## src/rtl/sdiv_seq_param_pkg.sv

```systemverilog
`default_nettype none
// ============================================================================
// Module   : div_pkg
// Brief    : Shared types, constants and helpers for the sequential divider.
// Revision : 1.0 - initial release
// ============================================================================
package div_pkg;

    localparam int DIV_N   = 8;
    // Working width of the negate helper; operand widths up to this are supported.
    localparam int c_NEG_W = 64;

    typedef enum logic [1:0] {
        IDLE = 2'd0,
        CALC = 2'd1,
        FIX  = 2'd2
    } state_t;

    function automatic logic [c_NEG_W-1:0] twos_neg(input logic [c_NEG_W-1:0] v);
        return ~v + {{(c_NEG_W-1){1'b0}}, 1'b1};
    endfunction

endpackage
`default_nettype wire

```

## src/rtl/sdiv_seq_param_if.sv

```systemverilog
`default_nettype none
// ============================================================================
// Module   : sdiv_seq_param_if
// Brief    : Start/done request and result bundle for the sequential divider.
// Revision : 1.0 - initial release
// ============================================================================
interface sdiv_seq_param_if #(
    parameter int N = div_pkg::DIV_N
);
    logic         start;
    logic         signed_mode;
    logic [N-1:0] dividend;
    logic [N-1:0] divisor;
    logic         busy;
    logic         done;
    logic [N-1:0] quotient;
    logic [N-1:0] remainder;
    logic         div_by_zero;
    logic         overflow;

    modport master (
        output start, signed_mode, dividend, divisor,
        input  busy, done, quotient, remainder, div_by_zero, overflow
    );

    modport slave (
        input  start, signed_mode, dividend, divisor,
        output busy, done, quotient, remainder, div_by_zero, overflow
    );
endinterface
`default_nettype wire

```

## src/rtl/sdiv_seq_param_div_restore_step.sv

```systemverilog
`default_nettype none
// ============================================================================
// Module   : div_restore_step
// Brief    : One restoring-division iteration: trial subtract and shift.
// Revision : 1.0 - initial release
// ============================================================================
module div_restore_step #(
    parameter int N = div_pkg::DIV_N
) (
    input  logic [N-1:0] i_acc,
    input  logic [N-1:0] i_q,
    input  logic [N-1:0] i_dmag,
    output logic [N-1:0] o_acc_next,
    output logic [N-1:0] o_q_next
);
    logic [N:0] w_trial;

    assign w_trial = {i_acc, i_q[N-1]} - {1'b0, i_dmag};

    // o_q_next[0] is the quotient bit produced by this step.
    always_comb begin
        o_acc_next = {i_acc[N-2:0], i_q[N-1]};
        o_q_next   = {i_q[N-2:0], 1'b0};
        if (!w_trial[N]) begin
            o_acc_next = w_trial[N-1:0];
            o_q_next   = {i_q[N-2:0], 1'b1};
        end
    end
endmodule
`default_nettype wire

```

## src/rtl/sdiv_seq_param.sv

```systemverilog
`default_nettype none
// ============================================================================
// Module   : sdiv_seq_param
// Brief    : Self-sequenced signed/unsigned N-bit restoring divider.
// Revision : 1.0 - initial release
// ============================================================================
module sdiv_seq_param #(
    parameter int N = div_pkg::DIV_N
) (
    input  logic            clk,
    input  logic            reset,
    sdiv_seq_param_if.slave bus
);
    import div_pkg::*;

    localparam int            CW        = $clog2(N + 1);
    localparam logic [N-1:0]  c_MIN_NEG = {1'b1, {(N-1){1'b0}}};
    localparam logic [CW-1:0] c_ITERS   = CW'(N);
    localparam logic [CW-1:0] c_ONE     = CW'(1);

    state_t        r_state;
    state_t        w_state_next;
    logic [CW-1:0] r_count;
    logic [N-1:0]  r_acc;
    logic [N-1:0]  r_q;
    logic [N-1:0]  r_dmag;
    logic          r_sign_q;
    logic          r_sign_r;
    logic          r_dbz_pend;
    logic          r_ovf_pend;

    logic          r_done;
    logic [N-1:0]  r_quot;
    logic [N-1:0]  r_rem;
    logic          r_dbz;
    logic          r_ovf;

    logic          w_accept;
    logic          w_dvd_neg;
    logic          w_dvs_neg;
    logic          w_dvs_zero;
    logic          w_ovf_case;
    logic [N-1:0]  w_dvd_mag;
    logic [N-1:0]  w_dvs_mag;
    logic [N-1:0]  w_acc_next;
    logic [N-1:0]  w_q_next;
    logic [N-1:0]  w_quot_fix;
    logic [N-1:0]  w_rem_fix;

    // Operand magnitudes and sign bookkeeping, evaluated for the accepting cycle.
    always_comb begin
        w_dvd_neg  = bus.signed_mode & bus.dividend[N-1];
        w_dvs_neg  = bus.signed_mode & bus.divisor[N-1];
        w_dvs_zero = (bus.divisor == '0);
        w_ovf_case = bus.signed_mode & (bus.dividend == c_MIN_NEG) & (&bus.divisor);
        w_dvd_mag  = w_dvd_neg ? N'(twos_neg(c_NEG_W'(bus.dividend))) : bus.dividend;
        w_dvs_mag  = w_dvs_neg ? N'(twos_neg(c_NEG_W'(bus.divisor)))  : bus.divisor;
    end

    div_restore_step #(
        .N (N)
    ) u_step (
        .i_acc      (r_acc),
        .i_q        (r_q),
        .i_dmag     (r_dmag),
        .o_acc_next (w_acc_next),
        .o_q_next   (w_q_next)
    );

    // Negating a zero remainder yields zero, so no special case is needed.
    always_comb begin
        w_quot_fix = r_sign_q ? N'(twos_neg(c_NEG_W'(r_q)))   : r_q;
        w_rem_fix  = r_sign_r ? N'(twos_neg(c_NEG_W'(r_acc))) : r_acc;
    end

    always_ff @(posedge clk) begin
        if (reset) begin
            r_state <= IDLE;
        end else begin
            r_state <= w_state_next;
        end
    end

    always_comb begin
        w_state_next = r_state;
        w_accept     = 1'b0;
        unique case (r_state)
            IDLE: begin
                if (bus.start) begin
                    w_accept     = 1'b1;
                    w_state_next = w_dvs_zero ? FIX : CALC;
                end
            end
            CALC: begin
                if (r_count == c_ONE) begin
                    w_state_next = FIX;
                end
            end
            FIX: begin
                w_state_next = IDLE;
            end
            default: begin
                w_state_next = IDLE;
            end
        endcase
    end

    always_ff @(posedge clk) begin
        if (reset) begin
            r_count    <= '0;
            r_acc      <= '0;
            r_q        <= '0;
            r_dmag     <= '0;
            r_sign_q   <= 1'b0;
            r_sign_r   <= 1'b0;
            r_dbz_pend <= 1'b0;
            r_ovf_pend <= 1'b0;
            r_done     <= 1'b0;
            r_quot     <= '0;
            r_rem      <= '0;
            r_dbz      <= 1'b0;
            r_ovf      <= 1'b0;
        end else begin
            r_done <= 1'b0;
            if (w_accept) begin
                r_sign_q   <= bus.signed_mode & (bus.dividend[N-1] ^ bus.divisor[N-1]);
                r_sign_r   <= w_dvd_neg;
                r_dmag     <= w_dvs_mag;
                r_acc      <= '0;
                r_dbz_pend <= w_dvs_zero;
                r_ovf_pend <= w_ovf_case;
                // A zero divisor reports the untouched dividend as remainder.
                r_q        <= w_dvs_zero ? bus.dividend : w_dvd_mag;
                r_count    <= w_dvs_zero ? '0 : c_ITERS;
            end else if (r_state == CALC) begin
                r_acc   <= w_acc_next;
                r_q     <= w_q_next;
                r_count <= r_count - c_ONE;
            end else if (r_state == FIX) begin
                r_done <= 1'b1;
                if (r_dbz_pend) begin
                    r_quot <= '1;
                    r_rem  <= r_q;
                    r_dbz  <= 1'b1;
                    r_ovf  <= 1'b0;
                end else begin
                    r_quot <= w_quot_fix;
                    r_rem  <= w_rem_fix;
                    r_dbz  <= 1'b0;
                    r_ovf  <= r_ovf_pend;
                end
            end
        end
    end

    assign bus.busy        = (r_state != IDLE);
    assign bus.done        = r_done;
    assign bus.quotient    = r_quot;
    assign bus.remainder   = r_rem;
    assign bus.div_by_zero = r_dbz;
    assign bus.overflow    = r_ovf;

endmodule
`default_nettype wire

```

## src/flat_wrapper.sv

```systemverilog
// flat-port wrapper written by rule: the top's interface ports become plain ports
module sdiv_seq_param_flat import div_pkg::*;
#(
    parameter int N = div_pkg::DIV_N
)
  (clk, reset, bus_start, bus_signed_mode, bus_dividend, bus_divisor, bus_busy, bus_done, bus_quotient, bus_remainder, bus_div_by_zero, bus_overflow);
  sdiv_seq_param_if #(.N(N)) bus_i ();
  input  logic clk;
  input  logic reset;
  input wire logic [$bits(bus_i.start)-1:0] bus_start;
  input wire logic [$bits(bus_i.signed_mode)-1:0] bus_signed_mode;
  input wire logic [$bits(bus_i.dividend)-1:0] bus_dividend;
  input wire logic [$bits(bus_i.divisor)-1:0] bus_divisor;
  output wire logic [$bits(bus_i.busy)-1:0] bus_busy;
  output wire logic [$bits(bus_i.done)-1:0] bus_done;
  output wire logic [$bits(bus_i.quotient)-1:0] bus_quotient;
  output wire logic [$bits(bus_i.remainder)-1:0] bus_remainder;
  output wire logic [$bits(bus_i.div_by_zero)-1:0] bus_div_by_zero;
  output wire logic [$bits(bus_i.overflow)-1:0] bus_overflow;
  assign bus_i.start = bus_start;
  assign bus_i.signed_mode = bus_signed_mode;
  assign bus_i.dividend = bus_dividend;
  assign bus_i.divisor = bus_divisor;
  assign bus_busy = bus_i.busy;
  assign bus_done = bus_i.done;
  assign bus_quotient = bus_i.quotient;
  assign bus_remainder = bus_i.remainder;
  assign bus_div_by_zero = bus_i.div_by_zero;
  assign bus_overflow = bus_i.overflow;
  sdiv_seq_param #(.N(N)) u_core (.clk(clk), .reset(reset), .bus(bus_i));
endmodule
```

## config.mk

```make
export PLATFORM = sky130hd
export DESIGN_NAME = sdiv_seq_param_flat
export DESIGN_NICKNAME = d
export VERILOG_FILES = /design/src/rtl/sdiv_seq_param_pkg.sv /design/src/rtl/sdiv_seq_param_if.sv /design/src/rtl/sdiv_seq_param_div_restore_step.sv /design/src/rtl/sdiv_seq_param.sv /design/src/flat_wrapper.sv
export SDC_FILE = /design/constraint.sdc
export NUM_CORES = 1
export LEC_CHECK = 0
export BUFFER_PORTS_ARGS = -buffer_cell sky130_fd_sc_hd__buf_2
export CAP_MARGIN = 25
export CORE_MARGIN = 2
export CORE_UTILIZATION = 40
export DETAILED_ROUTE_END_ITERATION = 6
export PLACE_DENSITY_LB_ADDON = 0.05
export SETUP_SLACK_MARGIN = 0.5
export SYNTH_ARGS = -nofsm -noshare
export SYNTH_HDL_FRONTEND = slang
export SYNTH_SLANG_ARGS = --single-unit
```

## constraint.sdc

```tcl
create_clock -name clk -period 2.45 [get_ports clk]
set_input_delay 0.6125 -clock clk [delete_from_list [all_inputs] [get_ports clk]]
set_output_delay 0.6125 -clock clk [all_outputs]
set_load 0.005 [all_outputs]
```

==> results of run 1 <==
## metal layers
layer  GRT usage, %  vias to the layer above  wire [um]
met1           26.4                     1322       3910
met2           29.6                       58       3510
li1               -                     1521          -
met3           2.81                        7        332
met4           4.83                        0         78
met5              0                        -          0
## synth_stat cells, types with 3 or more instances
| master | n | share of area, % |
|---|---|---|
| nand2_1 | 58 | 6.7 |
| dfxtp_1 | 53 | 33 |
| nor2_1 | 42 | 4.9 |
| a21oi_1 | 34 | 5.3 |
| clkbuf_1 | 22 | 2.6 |
| inv_1 | 22 | 2.6 |
| o21ai_0 | 21 | 3.2 |
| nand3_1 | 16 | 2.5 |
| nor3_1 | 16 | 2.5 |
| ha_1 | 15 | 5.8 |
| xor2_1 | 14 | 3.8 |
| xnor2_1 | 13 | 3.5 |
| a211oi_1 | 10 | 2.3 |
| mux2i_1 | 7 | 2.2 |
| a31oi_1 | 5 | 0.97 |
| nand2b_1 | 5 | 0.97 |
| nor2b_1 | 5 | 0.97 |
| o31ai_1 | 5 | 1.2 |
| a21boi_0 | 4 | 0.93 |
| and3_1 | 3 | 0.58 |
| nor4_1 | 3 | 0.58 |
| o21a_1 | 3 | 0.70 |
## worst max-delay path by stage
stage,start,end,slack (ns),depth (start not counted)
CTS,u_core.r_q[7],u_core.r_acc[0],0.20,10
global placement,bus_divisor[3],u_core.r_q[5],0.20,7
global route,u_core.r_q[7],u_core.r_acc[6],0.1,10
finish,u_core.r_q[7],u_core.r_acc[0],0.20,10
detailed placement,bus_divisor[3],u_core.r_q[5],0.18,7
floorplan,u_core.r_q[7],u_core.r_acc[4],0.39,10
## worst min-delay path, cell delays in order (launching register included)
cell     delay [ns]
dfxtp_1        0.32
nand2_1        0.05
a21oi_1        0.05
## stage by stage
step	power [mW]	setup WS (ns)	utilization (%)	std cells
2_1_floorplan	1.41	0.394	-	417
3_5_place_dp	1.57	0.176	46.1	543
6_report	2.14	0.201	48.1	556
5_1_grt	2.27	0.0994	48.1	556
4_1_cts	2.15	0.205	47.8	554
3_3_place_gp	1.57	0.199	46.1	543
## layout make-up
cell class                 count  area share, %
clock inverter                 1          0.234
inverter                      22           2.21
tap                          102           3.41
sequential                    53           28.5
timing repair buffer          54           8.57
multi-input combinational    317           54.5
clock buffer                   7           2.58
## layout by cell type, fill, tap and decap left out, types with 14 or more instances in the layout
cell and count:
nor2_1 42, a21oi_1 32, buf_4 14, nand3_1 16, buf_2 39, o21ai_0 20, dfxtp_1 50, xor2_1 14
nor3_1 16, inv_1 19, nand2_1 58
## flip-flops by register name, indices dropped and copies added (netlist names)
signal                  flops
u_core.bus.done             1
u_core.r_sign_q             1
u_core.r_q                  8
u_core.r_count              4
u_core.r_dbz_pend           1
u_core.bus.quotient         8
u_core.r_dmag               8
u_core.r_ovf_pend           1
u_core.bus.div_by_zero      1
u_core.r_sign_r             1
u_core.r_acc                8
u_core.bus.overflow         1
u_core.bus.remainder        8
u_core.r_state              2
## kinds of logic (layout without fill, tap and decap cells)
group	Yosys count	after routing	share of synthesized area (%)
and+or+nand+nor	168	168	24.9
AOI/OAI and AO/OA	99	99	20.7
DFF	53	53	32.8
buffers and inverters	47	84	5.68
xor gates and xnor gates	27	27	7.31
adders and majority gates	16	16	6.42
muxes	7	7	2.17
## power breakdown
part | total [mW] | internal [mW] | switching (mW)
Sequential | 0.965 | 0.908 | 0.0568
Combinational | 0.608 | 0.275 | 0.333
Clock | 0.564 | 0.262 | 0.303
## what timing repair did
action | CTS | global route
setup endpoints to repair | 9 | 17
setup buffers | 3 | 2
endpoints found under the hold margin | 0 | 0
gates resized for setup | 1 | 4
pin swaps | 1 | 3
==> results.md, run 1 <==
- Total CTS buffers: 5
- Initial Utilization: 41.7%
- R2r startpoint: u_core.r_q[7]
- Worst-case clock skew: 0.0123 ns
- IO Port Bufs: 39
- Number of global-route vias before repair: 2679
- 1st-iter DRT viols: 79
- Area growth, synth to finish: 15.5%
- I/O pins: 40
- Gr ovfl total: 0
- Slack of the worst reg-to-reg path: 0.20 ns
- CTS HTree Levels: 2
- Synth Warn #: 0
- Clock buffer depth: 2
- Fin nets: 489
- Vias post-DR: 2908
- Slew HR: 52.9%
- Critical path startpoint category: flip-flop
- Die span in x: 93.9 um
- Endpoints failing hold: 0
- Max Clk Rate: 0.445 GHz
- Worst min path class: flip-flop to flip-flop
- Post-Syn Area: 3240 um2
- CP max stage delay: 0.39 ns
- Final instance area: 3740 um2
- Fin crit period: 2.25 ns
- Hold endpoint: u_core.bus.overflow
- CP max FO: 12
- Worst-Margin Slew: 0.706 ns
- CTS tree: yes
- Die H: 93.9 um
- # clock sinks: 53
- CP bufs+invs: 2
- Max cap viols: 0
- FFs w/ async S/R, synth: 0%
- ANT cells: 0
- Syn Inst Count: 417
- Most common flop cell mapped by yosys: dfxtp_1
- Dpl hpwl: 5890 um
- Synthesized flop and latch total: 53
- Hold WS: 0.453 ns
- HP Start: u_core.bus.overflow
- CP endpoint kind: flip-flop
- Clock Latency Late Sink: 0.31 ns
- Status: finished clean
- Fill cells: 800
- Worst-path cell chain: inv_2 -> ha_4 -> fa_2 -> nor2b_4 -> o31a_1 -> nand3b_4 -> a221oi_4 -> buf_12 -> or4_1 -> o311ai_0
- Gr usage total: 18.6%
- Area of the multi-input gates: 2040 um2
- Register area: 1060 um2
- RR Endpoint: u_core.r_acc[0]
- Pin count of the biggest net entering global routing: 41
- Cts hold-fix bufs: 0
- Worst r2r path cells: 10
- Number of synthesized flops with an enable pin: 0
- Net Count, Synth: 453
- Antenna violation net count after detailed routing: 0
- Required time of the critical path: 2.66 ns
- Hold Crit Depth: 2
- Root Driver: clkbuf_8
- First-pass GRT wire length: 13100 um
- Die area: 8820 um2
- Pwr Density: 572 nW/um2
- Layout cells sized above 1: 18.9%
- Setup Viol. Count Final: 0
- TNS Setup: 0 ns
- Final worst path period share: 91.8%
- Register area share after synthesis: 32.8%
- Drt drc: 0
- Crit path DAT: 2.45 ns
- Gp weighted congestion: 0.804
- Yosys cell types: 54
- Dpl cell area: 3580 um2
- Number of max-slew violations in the final report: 0
- Slowest-stage cell, CP: or4_1
- Num rows: 32
- Pleak: 1.50 nW
- Initial antenna violation count: 0
- Crit path kind: flip-flop to flip-flop
- VDD IR-drop max: 227 uV
- Wire length per cell: 14.1 um
- Critical path's top delay family: simple AND/OR/NAND/NOR gates
- Core area: 7770 um2
- Clock transition at path regs: 0.10 ns
- Via/cell ratio: 5.23
- Drt first pass iters: 4
- Syn Area/Cell: 7.76 um2
- Final WL: 7830 um
- RSZ-0062 raised after global routing: yes
(Power assumes the default switching activity.)
==> inputs of run 2 (changes only) <==
--- a/config.mk
+++ b/config.mk
@@ -8,7 +8,7 @@
 export BUFFER_PORTS_ARGS = -buffer_cell sky130_fd_sc_hd__buf_2
 export CAP_MARGIN = 25
 export CORE_MARGIN = 2
-export CORE_UTILIZATION = 40
+export CORE_UTILIZATION = 45
 export DETAILED_ROUTE_END_ITERATION = 6
 export PLACE_DENSITY_LB_ADDON = 0.05
 export SETUP_SLACK_MARGIN = 0.5
==> run 2 against run 1 <==
  * Flip-flop and latch count did not move
  * Worst hold slack improved by 0.0020 ns
  * Die area fell by 11%
  * Register-to-register slack improved by 0.06 ns
  * Utilization rose by 6.9 points
  * Sequential power barely moved
  * Critical path type unchanged
  * Critical endpoint is now u_core.r_acc[1]
==> results.md, run 2 (synthesis gave the netlist of run 1 again) <==
- CP max FO: 6 (-6)
- Gr ovfl total: 0 (unchanged)
- Die H: 88.8 um (-5.5%)
- Setup Viol. Count Final: 0 (unchanged)
- Die span in x: 88.8 um (-5.5%)
- Max Clk Rate: 0.456 GHz (+2.5%)
- Clock Latency Late Sink: 0.31 ns (about the same)
- Critical path startpoint category: flip-flop
- Num rows: 30 (-6.3%)
- Fin util: 55.0% (+6.9 points)
- Drt drc: 0 (unchanged)
- Max cap viols: 0 (unchanged)
- Worst-case clock skew: 0.0109 ns (-0.00134 ns)
- Fin nets: 490 (+0.20%)
- Gr usage total: 20.5% (+1.9 points)
- Number of global-route vias before repair: 2641 (-1.4%)
- Wire length per cell: 14.0 um (-0.83%)
- First-pass GRT wire length: 12700 um (-3.5%)
- Placed cell count: 537 (-1.1%)
- Drt first pass iters: 4 (unchanged)
- CP max stage delay: 0.39 ns (about the same)
- Via/cell ratio: 5.34 (+2.2%)
- VDD IR-drop max: 227 uV (about the same)
- Gp weighted congestion: 0.793 (-1.4%)
- Endpoints failing hold: 0 (unchanged)
- Core area: 6870 um2 (-12%)
- Status: finished clean
- Hold Crit Depth: 2 (unchanged)
- Root Driver: clkbuf_8
- Initial Utilization: 47.1% (+5.4 points)
- Number of max-slew violations in the final report: 0 (unchanged)
- Dpl hpwl: 5690 um (-3.5%)
- Clock buffer depth: 2 (unchanged)
- Crit path DAT: 2.40 ns (-0.05 ns)
- Most frequent cells in the layout: nand2_1 (58), dfxtp_1 (48), nor2_1 (42)
- CTS tree: yes
- Vias post-DR: 2944 (+1.2%)
- Slack of the worst reg-to-reg path: 0.26 ns (+0.06 ns)
- Die area: 7880 um2 (-11%)
- Crit path kind: flip-flop to flip-flop
- # clock sinks: 53 (unchanged)
- RSZ-0062 raised after global routing: yes
- Worst min path class: flip-flop to flip-flop
- Pwr Density: 580 nW/um2 (+1.5%)
- Layout cells sized above 1: 20.0% (+1.1 points)
- CTS HTree Levels: 2 (unchanged)
- Worst r2r path cells: 10 (unchanged)
- Clock transition at path regs: 0.10 ns (about the same)
- I/O pins: 40 (unchanged)
- IO Port Bufs: 39 (unchanged)
- TNS Setup: 0 ns (unchanged)
- Pin count of the biggest net entering global routing: 41 (unchanged)
- Final WL: 7690 um (-1.7%)
- Initial antenna violation count: 0 (unchanged)
- Commonest non-fill, non-tap cell in the layout: nand2_1
- Slowest-stage cell, CP: or4_1
- CP endpoint kind: flip-flop
- ANT cells: 0 (unchanged)
- Required time of the critical path: 2.66 ns (about the same)
- Cell Count, Final, Fillers Out: 551 (-0.90%)
- Fin crit period: 2.19 ns (-0.0555 ns)
- Worst-path cell chain: inv_2 -> ha_4 -> fa_2 -> nor2b_4 -> o31a_1 -> nand3b_4 -> a221oi_4 -> buf_6 -> or4_1 -> o311ai_1
- Antenna violation net count after detailed routing: 0 (unchanged)
- Area growth, synth to finish: 16.8%
- Total CTS buffers: 5 (unchanged)
- Worst-Margin Slew: 0.704 ns (-0.00128 ns)
- Final worst path period share: 89.5% (-2.3 points)
- 1st-iter DRT viols: 146 (+85%)
- Pleak: 1.52 nW (+1.1%)
- Slew HR: 53.0% (+0.086 points)
run 2: changes by cell type in the layout (fill, tap and decap cells not counted), moves of 2 or more:
cell / change
a21oi_1: -2
a21oi_2: +2
clkbuf_8: -2
dfxtp_1: -2
dfxtp_2: +2
ha_1: -2
inv_1: +2
inv_2: -2
run 2: report_power, final:
part	internal (mW)	switching, mW	leakage [nW]
clock network	0.307	0.298	0.0554
logic	0.281	0.341	1.03
registers	0.909	0.0565	0.434
run 2: timing repair:
action,in CTS,in global routing
hold buffers,0,0
pin swaps,1,8
cloned,0,1
setup endpoints to repair,9,14
resized for setup,1,10
buffers inserted,3,2
run 2: path summary, 6_finish.rpt:
check                    startpoint                     end
max reg2reg           u_core.r_q[7]         u_core.r_acc[1]
min          u_core.bus.div_by_zero  u_core.bus.div_by_zero
max                   u_core.r_q[7]         u_core.r_acc[1]
min reg2reg  u_core.bus.div_by_zero  u_core.bus.div_by_zero
run 2: through the flow:
step	hold slack, ns	instance area [um2]	worst slack (ns)	power, mW
final	0.455	3780	0.256	2.19
after global routing	0.483	3780	0.153	2.32
after CTS	0.457	3700	0.244	2.18
after detailed placement	0.443	3560	0.174	1.55
after global placement	0.439	3560	0.202	1.54
after floorplan	0.432	3270	0.394	1.41
run 2: worst max-delay path: cells and delay by family, from the launching register on:
| kind | cells | cell delay, ns |
|---|---|---|
| simple gates | 3 | 0.67 |
| fa+ha+maj | 2 | 0.52 |
| compound gates | 3 | 0.35 |
| flops | 1 | 0.34 |
| buf+inv | 2 | 0.21 |
run 2: per-layer routing:
layer | global-route usage (%) | part of all wire (%) | up-vias | wire length [um]
met5 | 0 | 0 | - | 0
li1 | - | - | 1520 | -
met1 | 29.5 | 51 | 1360 | 3910
met3 | 3.08 | 3.4 | 5 | 265
met2 | 32.1 | 45 | 59 | 3460
met4 | 5.37 | 0.71 | 0 | 55
run 2: layout make-up:
type | instances | area, um2
Clock buffer | 6 | 72.6
Clock inverter | 2 | 38.8
Sequential cell | 53 | 1070
Fill cell | 693 | 3090
Tap cell | 96 | 120
Multi-Input combinational cell | 317 | 2070
Timing Repair Buffer | 55 | 329
Inverter | 22 | 82.6
==> inputs of run 3 (changes only) <==
--- a/config.mk
+++ b/config.mk
@@ -14,4 +14,5 @@
 export SETUP_SLACK_MARGIN = 0.5
 export SYNTH_ARGS = -nofsm -noshare
 export SYNTH_HDL_FRONTEND = slang
+export SYNTH_HIERARCHICAL = 1
 export SYNTH_SLANG_ARGS = --single-unit
==> run 3 against run 2 <==
  * Clock skew barely moved
  * Wire length up 8.9%
  * Flip-flop and latch count did not move
  * Critical path depth grew 2
  * Utilization shrank 1.1 points
  * Area after synthesis is 3.7% higher
  * Worst hold slack better by 0.0032 ns
  * Critical path type unchanged
  * Critical endpoint is now u_core/r_acc[1]
  * Largest cell class unchanged
==> results.md, run 3 <==
- Clock share of power: 23.8% (-3.8 points)
- Int Power: 1.44 mW (-3.5%)
- Net Count, Synth: 454 (+0.22%)
- Crit path kind: flip-flop to flip-flop
- Core area: 7250 um2 (+5.6%)
- Number of synthesized flops with an enable pin: 0 (unchanged)
- Area growth, synth to finish: 16.5%
- Layout cells sized above 1: 23.5% (+3.5 points)
- First-pass GRT wire length: 14000 um (+10%)
- Wire length per cell: 15.0 um (+7.5%)
- # clock sinks: 53 (unchanged)
- Pin count of the biggest net entering global routing: 24 (-41%)
- Die span in x: 90.4 um (+1.8%)
- VDD IR-drop max: 221 uV (-2.6%)
- Hold Crit Depth: 2 (unchanged)
- Die area: 8160 um2 (+3.5%)
- Slowest-stage cell, CP: dfxtp_4
- Num rows: 31 (+3.3%)
- Syn Inst Count: 418 (+0.24%)
- Most frequent cells in the layout: dfxtp_1 (50), nand2_1 (48), buf_2 (39)
- Total CTS buffers: 5 (unchanged)
- Synth Warn #: 6 (+6)
- Slew HR: 56.7% (+3.7 points)
- Seq pwr share: 44.9% (+0.9 points)
- TNS Setup: 0 ns (unchanged)
- ANT cells: 0 (unchanged)
- CP max FO: 4 (-2)
- Worst-case clock skew: 0.0114 ns (+0.000425 ns)
- Switching power: 0.696 mW (about the same)
- Pwr Density: 547 nW/um2 (-5.6%)
- Number of max-slew violations in the final report: 0 (unchanged)
- Clock buffer depth: 2 (unchanged)
- Critical path startpoint category: flip-flop
- Critical path's top delay family: compound AO/OA/AOI/OAI gates
- Final WL: 8380 um (+8.9%)
- Initial Utilization: 46.3% (-0.84 points)
- 1st-iter DRT viols: 90 (-38%)
- Endpoints failing hold: 0 (unchanged)
- CP bufs+invs: 3 (+1)
- Switching share of power: 32.5% (+0.79 points)
- Placed cell count: 544 (+1.3%)
- CTS HTree Levels: 2 (unchanged)
- Dpl hpwl: 6250 um (+10%)
- Cell Count, Final, Fillers Out: 558 (+1.3%)
- Area leader, netlist: dfxtp_1
- Number of global-route vias before repair: 2785 (+5.5%)
- Worst min path class: flip-flop to flip-flop
- Required time of the critical path: 2.65 ns (about the same)
- Fin nets: 494 (+0.82%)
- CP max stage delay: 0.36 ns (-0.03 ns)
- Post-synth top cells: dfxtp_1 (53), nand2_1 (51), a21oi_1 (39), nor2_1 (28), inv_1 (25)
- Drt first pass iters: 4 (unchanged)
- Clock transition at path regs: 0.11 ns (about the same)
- Setup Viol. Count Final: 0 (unchanged)
- Worst r2r path cells: 12 (+2)
- FFs w/ async S/R, synth: 0% (unchanged)
- Post-Syn Area: 3360 um2 (+3.7%)
- Root Driver: clkbuf_8
- CP endpoint kind: flip-flop
- Most common flop cell mapped by yosys: dfxtp_1
- RSZ-0062 raised after global routing: yes
- Antenna violation net count after detailed routing: 0 (unchanged)
- CTS tree: yes
- Crit path DAT: 2.46 ns (+0.06 ns)
- Logic pwr share: 31.3% (+2.9 points)
- Clock Latency Late Sink: 0.31 ns (about the same)
- Gr ovfl total: 0 (unchanged)
- Cts hold-fix bufs: 0 (unchanged)
- Die H: 90.4 um (+1.8%)
- Max Clk Rate: 0.443 GHz (-2.9%)
- Gr usage total: 20.8% (+0.33 points)
- Drt drc: 0 (unchanged)
- Vias post-DR: 3090 (+5.0%)
- Levels on crit path: 12 (+2)
- Top cells by area, synth: dfxtp_1 (32%), a21oi_1 (5.8%), nand2_1 (5.7%)
- Syn Area/Cell: 8.03 um2 (+3.5%)
- I/O pins: 40 (unchanged)
- Register area share after synthesis: 31.6% (-1.2 points)
- Worst-path cell chain: inv_4 -> ha_4 -> inv_2 -> fa_2 -> a21o_1 -> a21oi_4 -> o31ai_4 -> xor2_4 -> clkbuf_16 -> mux2_4 -> nand2_1 -> a21oi_1
- Yosys cell types: 67 (+24%)
- Post-synth top area share: 31.6% (-1.2 points)
- Via/cell ratio: 5.54 (+3.6%)
- Commonest non-fill, non-tap cell in the layout: dfxtp_1
- Status: finished clean
- Pleak: 1.56 nW (+2.8%)
- Gp weighted congestion: 0.872 (+9.9%)
- Max cap viols: 0 (unchanged)
- Worst-Margin Slew: 0.649 ns (-0.0549 ns)
- Initial antenna violation count: 0 (unchanged)
- Synthesized flop and latch total: 53 (unchanged)
- Fin crit period: 2.26 ns (+0.0659 ns)
- Final worst path period share: 92.2% (+2.7 points)
- IO Port Bufs: 39 (unchanged)
- Count leader, synth: dfxtp_1
==> run 3: per-layer routing <==
metal | vias to the layer above | part of all wire, % | GRT usage (%)
li1 | 1568 | - | -
met1 | 1455 | 51 | 30.5
met4 | 0 | 0.48 | 4.62
met5 | - | 0 | 0
met2 | 65 | 45 | 32.6
met3 | 2 | 3.3 | 2.92
==> run 3: kinds of logic after synthesis <==
group                      Yosys count  share of synthesized area [%]
muxes                               12                           3.88
buffers and inverters               55                           7.53
and+or+nand+nor                    150                           22.9
DFF                                 53                           31.6
adders and majority gates           16                           6.19
AOI/OAI and AO/OA                  112                           22.1
xor gates and xnor gates            20                           5.78
==> run 3: repair_timing <==
action	in CTS	in global routing
resized for setup	1	14
gates cloned	0	1
setup endpoints to repair	9	11
buffers inserted	2	3
pin swaps	3	5
==> run 3: area by class of cell <==
cell class | count | area, um2
Clock buffer | 5 | 68.8
Clock inverter | 3 | 22.5
Fill cell | 749 | 3340
Inverter | 27 | 104
Multi-Input combinational cell | 310 | 2130
Sequential cell | 53 | 1070
Tap cell | 99 | 124
Timing Repair Buffer | 61 | 390
==> run 3: path summary, 6_finish.rpt <==
| path | start | endpoint | slack [ns] |
|---|---|---|---|
| worst max-delay path | u_core/r_q[7] | u_core/r_acc[1] | 0.19 |
| worst max register to register | u_core/r_q[7] | u_core/r_acc[1] | 0.19 |
| worst min register to register | u_core/bus.div_by_zero | u_core/bus.div_by_zero | 0.46 |
| worst min-delay path | u_core/bus.div_by_zero | u_core/bus.div_by_zero | 0.46 |
==> run 3: through the flow <==
step                power, mW  worst slack, ns  utilization (%)  instance area (um2)  hold WS (ns)
global route             2.27            0.105             53.9                 3910         0.482
finish                   2.14            0.190             53.9                 3910         0.458
global placement         1.58            0.205             51.1                 3710         0.440
floorplan                1.42            0.204                -                 3410         0.432
CTS                      2.10            0.172             52.6                 3810         0.460
detailed placement       1.58            0.165             51.1                 3710         0.445
==> run 3: power groups by stage <==
stage / clock network [mW] / logic [mW] / registers (mW)
floorplan: 0 / 0.458 / 0.963
global placement: 0 / 0.597 / 0.979
detailed placement: 0 / 0.602 / 0.981
CTS: 0.525 / 0.613 / 0.960
global route: 0.569 / 0.733 / 0.969
finish: 0.510 / 0.669 / 0.961
==> run 3: worst register-to-register path: stages, from the launching register on <==
cell	delay (ns)
dfxtp_4	0.36
inv_4	0.05
ha_4	0.12
inv_2	0.03
fa_2	0.34
a21o_1	0.21
a21oi_4	0.16
o31ai_4	0.09
xor2_4	0.21
clkbuf_16	0.18
mux2_4	0.29
nand2_1	0.06
a21oi_1	0.07
